--- config.mk ---
export PLATFORM = sky130hd
export DESIGN_NAME = lut_table_loader
export DESIGN_NICKNAME = d
export VERILOG_FILES = /design/src/rtl/lut_table_loader.sv
export SDC_FILE = /design/constraint.sdc
export NUM_CORES = 1
export LEC_CHECK = 0
export CORE_MARGIN = 2
export CORE_UTILIZATION = 55
export CTS_CLUSTER_DIAMETER = 60
export DETAILED_ROUTE_END_ITERATION = 16
export PLACE_DENSITY_LB_ADDON = 0.1
export SLEW_MARGIN = 40
export SYNTH_ARGS = -nofsm -noshare
export SYNTH_HDL_FRONTEND = slang
export SYNTH_SLANG_ARGS = --single-unit
--- constraint.sdc ---
create_clock -name clk -period 3.2 [get_ports clk]
set_clock_uncertainty 0.05 [all_clocks]
set_input_delay 0.64 -clock clk [delete_from_list [all_inputs] [get_ports clk]]
set_output_delay 0.64 -clock clk [all_outputs]
set_load 0.02 [all_outputs]
--- src/rtl/lut_table_loader.sv ---
// -----------------------------------------------------------------------------
// lut_table_loader
//
// Purpose:
//   Runtime-loadable truth-table bank for LogicNets-style LUT neurons. Table
//   contents stream in over a valid/ready configuration port, CFG_W bits per
//   beat, LSB first, into a flat bit array. Once a complete load has been
//   accepted, every neuron is looked up in parallel with a one-cycle
//   registered result.
//
//   Flat table bit i = n*2^FANIN*OUT_BITS + a*OUT_BITS + b
//   (neuron n, entry a, bit b); beat k carries bits [k*CFG_W +: CFG_W].
//
// Optional feature:
//   LUT_LOADER_PARITY_EN - when defined, every accepted beat must satisfy
//   ^{cfg_data, cfg_par} == 0 (even parity). A failing beat is not written,
//   sets cfg_err and abandons the load. When undefined, cfg_par is ignored.
//
// Ports:
//   clk        in   single rising-edge clock
//   rst        in   synchronous active-high reset
//   cfg_valid  in   configuration beat valid
//   cfg_ready  out  configuration beat accepted (high in EMPTY and LOAD)
//   cfg_data   in   CFG_W table bits, LSB first
//   cfg_last   in   marks final beat of a load
//   cfg_par    in   even-parity bit over cfg_data (parity build only)
//   cfg_err    out  sticky load-error flag
//   reload     in   single-cycle request to discard tables and reload
//   loaded     out  tables valid, lookups enabled
//   in_valid   in   lookup request
//   in_addr    in   neuron n address at [n*FANIN +: FANIN]
//   out_valid  out  lookup result valid (one cycle after in_valid)
//   out_data   out  neuron n result at [n*OUT_BITS +: OUT_BITS]
// -----------------------------------------------------------------------------
module lut_table_loader #(
    parameter int FANIN       = 6,
    parameter int NUM_NEURONS = 8,
    parameter int OUT_BITS    = 1,
    parameter int CFG_W       = 8
) (
    input  logic                            clk,
    input  logic                            rst,
    input  logic                            cfg_valid,
    output logic                            cfg_ready,
    input  logic [CFG_W-1:0]                cfg_data,
    input  logic                            cfg_last,
    input  logic                            cfg_par,
    output logic                            cfg_err,
    input  logic                            reload,
    output logic                            loaded,
    input  logic                            in_valid,
    input  logic [NUM_NEURONS*FANIN-1:0]    in_addr,
    output logic                            out_valid,
    output logic [NUM_NEURONS*OUT_BITS-1:0] out_data
);

    localparam int DEPTH       = 1 << FANIN;
    localparam int NEURON_BITS = DEPTH * OUT_BITS;
    localparam int TOTAL_BITS  = NUM_NEURONS * NEURON_BITS;
    localparam int BEATS       = TOTAL_BITS / CFG_W;
    localparam int CNT_W       = (BEATS > 1) ? $clog2(BEATS) : 1;
    localparam int IDX_W       = (TOTAL_BITS > 1) ? $clog2(TOTAL_BITS) : 1;

    localparam logic [CNT_W-1:0] LAST_CNT = CNT_W'(BEATS - 1);

    typedef enum logic [1:0] {
        S_EMPTY,
        S_LOAD,
        S_RUN
    } state_t;

    // Control state
    state_t                   r_state;
    state_t                   w_state_nxt;
    logic [CNT_W-1:0]         r_cnt;
    logic [CNT_W-1:0]         w_cnt_nxt;
    logic                     r_loaded;
    logic                     w_loaded_nxt;
    logic                     r_err;
    logic                     w_err_nxt;
    logic                     w_wr_en;

    // Datapath
    logic [TOTAL_BITS-1:0]              r_table;
    logic [IDX_W-1:0]                   w_wr_idx;
    logic [NUM_NEURONS*OUT_BITS-1:0]    w_lookup;
    logic                               r_out_valid;
    logic [NUM_NEURONS*OUT_BITS-1:0]    r_out_data;

    logic w_accept;
    logic w_last_beat;
    logic w_par_ok;

`ifdef LUT_LOADER_PARITY_EN
    // Even parity across data plus parity bit must reduce to zero.
    assign w_par_ok = ~(^{cfg_data, cfg_par});
`else
    logic w_unused_par;
    assign w_unused_par = cfg_par;
    assign w_par_ok     = 1'b1;
`endif

    assign cfg_ready   = (r_state != S_RUN);
    assign loaded      = r_loaded;
    assign cfg_err     = r_err;
    assign out_valid   = r_out_valid;
    assign out_data    = r_out_data;

    assign w_accept    = cfg_valid && cfg_ready;
    assign w_last_beat = (r_cnt == LAST_CNT);
    assign w_wr_idx    = IDX_W'(r_cnt) * IDX_W'(CFG_W);

    // -------------------------------------------------------------------------
    // Load FSM: state register
    // -------------------------------------------------------------------------
    always_ff @(posedge clk) begin
        if (rst) begin
            r_state  <= S_EMPTY;
            r_cnt    <= '0;
            r_loaded <= 1'b0;
            r_err    <= 1'b0;
        end else begin
            // NOTE: clocked state uses non-blocking (<=) so every flop samples
            // pre-edge values; combinational blocks below use blocking (=).
            r_state  <= w_state_nxt;
            r_cnt    <= w_cnt_nxt;
            r_loaded <= w_loaded_nxt;
            r_err    <= w_err_nxt;
        end
    end

    // -------------------------------------------------------------------------
    // Load FSM: next state. EMPTY and LOAD share the beat-handling path since
    // the counter is already zero in EMPTY.
    // -------------------------------------------------------------------------
    always_comb begin
        // NOTE: every output of this block is defaulted first, so no path can
        // leave a signal unassigned and infer a latch.
        w_state_nxt  = r_state;
        w_cnt_nxt    = r_cnt;
        w_loaded_nxt = r_loaded;
        w_err_nxt    = r_err;
        w_wr_en      = 1'b0;

        if (reload) begin
            // Any beat offered alongside reload is dropped.
            w_state_nxt  = S_EMPTY;
            w_cnt_nxt    = '0;
            w_loaded_nxt = 1'b0;
        end else begin
            unique case (r_state)
                S_EMPTY, S_LOAD: begin
                    if (w_accept) begin
                        if (!w_par_ok) begin
                            w_state_nxt = S_EMPTY;
                            w_cnt_nxt   = '0;
                            w_err_nxt   = 1'b1;
                        end else begin
                            w_wr_en = 1'b1;
                            if (w_last_beat && cfg_last) begin
                                w_state_nxt  = S_RUN;
                                w_cnt_nxt    = '0;
                                w_loaded_nxt = 1'b1;
                                w_err_nxt    = 1'b0;
                            end else if (w_last_beat || cfg_last) begin
                                // Framing error: last flag early or missing.
                                w_state_nxt = S_EMPTY;
                                w_cnt_nxt   = '0;
                                w_err_nxt   = 1'b1;
                            end else begin
                                w_state_nxt = S_LOAD;
                                w_cnt_nxt   = r_cnt + 1'b1;
                            end
                        end
                    end
                end
                S_RUN: begin
                    // Configuration port is closed; nothing to do until reload.
                end
                default: begin
                    w_state_nxt = S_EMPTY;
                    w_cnt_nxt   = '0;
                end
            endcase
        end
    end

    // -------------------------------------------------------------------------
    // Table storage
    // -------------------------------------------------------------------------
    // NOTE: the table has no reset; its contents only matter once a complete
    // load has set loaded, and leaving it unreset lets it map to plain RAM.
    always_ff @(posedge clk) begin
        if (w_wr_en) begin
            r_table[w_wr_idx +: CFG_W] <= cfg_data;
        end
    end

    // One read port per neuron, all addressed in parallel.
    for (genvar n = 0; n < NUM_NEURONS; n++) begin : g_rd
        logic [IDX_W-1:0] w_rd_idx;
        assign w_rd_idx = IDX_W'(n * NEURON_BITS)
                        + IDX_W'(in_addr[n*FANIN +: FANIN]) * IDX_W'(OUT_BITS);
        assign w_lookup[n*OUT_BITS +: OUT_BITS] = r_table[w_rd_idx +: OUT_BITS];
    end

    // -------------------------------------------------------------------------
    // Registered lookup result. A lookup issued in the same cycle as reload is
    // still served, because r_loaded only drops on the following edge.
    // -------------------------------------------------------------------------
    always_ff @(posedge clk) begin
        if (rst) begin
            r_out_valid <= 1'b0;
            r_out_data  <= '0;
        end else begin
            r_out_valid <= in_valid && r_loaded;
            if (in_valid && r_loaded) begin
                r_out_data <= w_lookup;
            end
        end
    end

endmodule

==> results.sh <==
export IMPL_timing_final_hold_violations=0
export IMPL_layout_setup_ws_ns=0.127
export IMPL_cts_tree="built"
export IMPL_grt_max_degree=27
export IMPL_grt_total_usage_pct=26.8
export IMPL_overflow=0
export IMPL_period_needed_ns=3.07
export IMPL_path_cells="clkinv_1 > ha_1 > nor2_1 > a21oi_1 > or4_1 > nor3_1 > and2_1"
export IMPL_clk_path_buf_depth=3
export IMPL_grt_pass1_wl_mm=80.6
export IMPL_place_congestion=0.860
export IMPL_synth_edff_count=448
export IMPL_first_pass_iters=6
export IMPL_area_growth_synth_to_final_pct=16.3
export IMPL_syn_area_per_cell_sq_um=13.8
export IMPL_grt_pass1_vias=13338
export IMPL_tightest_slew_ns=0.860
export IMPL_yosysTopAreaCellShare_pct=62.8
export IMPL_vias=13490
export IMPL_max_freq_mhz=325
export IMPL_drt_wl_total_mm=53.0
export IMPL_power_leakage_uw=0.00806
export IMPL_hp_class="reg2reg"
export IMPL_dp_hpwl_mm=35.7
export IMPL_slowest_delay_ns=0.66
export IMPL_async_reset_ff_share_pct=0
export IMPL_crit_required_ns=3.59
export IMPL_finalCritPeriodShare_pct=96.0
export IMPL_drv_slew=0
export IMPL_crit_arrival_ns=3.46
export IMPL_path_clk_slew_ns=0.06
export IMPL_root_buffer="clkbuf_16"
export IMPL_core_area_sq_um=38600
export IMPL_io_pins=75
export IMPL_netlist_instances=1558
export IMPL_drc=0
export IMPL_yosys_top_cells_count="edfxtp_1 (448), nor2_1 (352), and2_1 (162), mux4_2 (112), clkbuf_1 (76)"
export IMPL_synth_seq_cells=466
export IMPL_post_route_util_pct=64.6
export IMPL_avgRoutedWirePerCell_microns=23.5
export IMPL_numCtsBuffers=49
export IMPL_dieArea_sq_um=40500
export IMPL_dieHeight_microns=201
export IMPL_antenna_found_initial=0
export IMPL_cts_post_setup_buffers_inserted=0
export IMPL_path_class="reg2reg"
export IMPL_synth_area_leaders="edfxtp_1 (63%), mux4_2 (12%), nor2_1 (6.2%)"
export IMPL_maxSlewHeadroom_pct=42.5
export IMPL_diodes=0
export IMPL_yosysTopAreaCell="edfxtp_1"
export IMPL_viasPerCell=5.99
export IMPL_synth_most_common_cell="edfxtp_1"
export IMPL_critPathLaunchType="flop"
export IMPL_post_synth_num_cell_types=56
export IMPL_synth_yosys_warnings=0
export IMPL_reg2reg_depth=7
export IMPL_netlist_area_sq_um=21400
export IMPL_rows=72
export IMPL_clock_sinks=466
export IMPL_clk_latency_ns=0.58
export IMPL_setup_viol=0
export IMPL_first_iter_violations=1283
export IMPL_final_nets=1768
export IMPL_vdd_ir_drop_worst_uv=410
export IMPL_drive_gt1_share_pct=19.2
export IMPL_hold_depth=2
export IMPL_cpMaxStageDelayCell="or4_1"
export IMPL_place_worst_setup_slack_ns=0.155
export IMPL_seq_area_frac_synth_pct=64.5
export IMPL_status="finished, final reports clean"
export IMPL_initial_utilization_pct=55.6
export IMPL_fill_cells=2951
export IMPL_synthFlopType="edfxtp_1"
export IMPL_cp_end_kind="flop"
export IMPL_crit_fanout=11
export IMPL_drv_cap=0
export IMPL_cts_htree_levels=2
export IMPL_power_density_nw_per_um2=499
export IMPL_synth_fp_nets=1625
export IMPL_ant_nets=0
export IMPL_place_port_buffers=66
export IMPL_die_w_microns=201
-- layer usage --
metal  wire [microns]  share of wire [%]  track usage, %  up-vias
met5                0                  0               0        -
met4             1320                2.5            8.35        0
met3             4130                7.8            5.25       80
met2            25300                 48            42.3      531
met1            22300                 42            38.0     6841
li1                 -                  -               -     6038
-- final cells by class --
type                       count  area, sq um  share of cell area [%]
clock buffer                  57         1260                    5.04
clock inverter                28          200                   0.804
inverter                       7         26.3                   0.105
multi-input combinational    969         7140                    28.7
sequential                   466        13800                    55.5
tap                          518          648                    2.60
timing repair buffer         208         1830                    7.33
-- path summary, 6_finish.rpt --
path / start / slack (ns) / to
setup / recovery: r_cnt[0] / 0.13 / r_table[457]
hold / removal: loaded / 0.45 / loaded
hold reg to reg: loaded / 0.45 / loaded
setup reg to reg: r_cnt[0] / 0.13 / r_table[457]
-- layout by cell type, fill, tap and decap left out, drive strengths merged, types with 3 or more instances in the layout --
| cell | count |
|---|---|
| a2111oi | 7 |
| a211oi | 7 |
| a21oi | 25 |
| and2 | 162 |
| buf | 142 |
| bufinv | 3 |
| clkbuf | 57 |
| clkdlybuf4s50 | 66 |
| clkinv | 25 |
| dfxtp | 18 |
| edfxtp | 448 |
| ha | 4 |
| inv | 6 |
| mux2i | 58 |
| mux4 | 112 |
| nand2 | 58 |
| nand2b | 11 |
| nand3 | 29 |
| nand3b | 8 |
| nand4 | 13 |
| nor2 | 352 |
| nor2b | 3 |
| nor3 | 52 |
| nor3b | 3 |
| nor4 | 15 |
| o21a | 3 |
| o21ai | 18 |
| or2 | 4 |
| or4 | 3 |
-- worst max-delay path: cells and delay by family (launching register included) --
| kind | cells | cell delay (ns) |
|---|---|---|
| adders and majority gates | 1 | 0.39 |
| and+or+nand+nor | 4 | 1.69 |
| AOI/OAI and AO/OA | 1 | 0.19 |
| buffers and inverters | 1 | 0.22 |
| DFF | 1 | 0.39 |
-- stage by stage --
| step | area, sq um | hold slack (ns) | total power, uW | TNS [ns] | std cells |
|---|---|---|---|---|---|
| after global routing | 24900 | 0.480 | 12800 | -0.119 | 2253 |
| after global placement | 23400 | 0.433 | 7270 | 0 | 2168 |
| after floorplan | 21400 | 0.426 | 7020 | -0.225 | 1558 |
| after CTS | 24900 | 0.454 | 12500 | 0 | 2253 |
| after detailed placement | 23400 | 0.445 | 7270 | 0 | 2168 |
| final | 24900 | 0.447 | 12400 | 0 | 2253 |
-- where the power goes --
| group | switching, uW | internal [uW] |
|---|---|---|
| Combinational | 315 | 235 |
| Sequential | 2.72 | 6590 |
| Clock | 2260 | 3020 |
-- state kept, by name (all words and copies together) (netlist names) --
signal     count
out_data       7
out_valid      1
r_state        2
cfg_err        1
r_table      448
loaded         1
r_cnt          6
-- kinds of logic after synthesis --
kind of cell	after synthesis	share of synthesized area (%)
and+or+nand+nor	717	16.1
DFF	466	64.5
muxes	170	14.5
buffers and inverters	123	2.33
AOI/OAI and AO/OA	75	2.28
adders and majority gates	4	0.234
xor gates and xnor gates	2	0.117
other	1	0.0175
-- what timing repair did --
| item | in CTS | in global routing |
|---|---|---|
| gates resized for setup | 0 | 4 |
| hold buffers | 0 | 0 |
| setup endpoints to repair | 0 | 87 |
(Power assumes the default switching activity.)
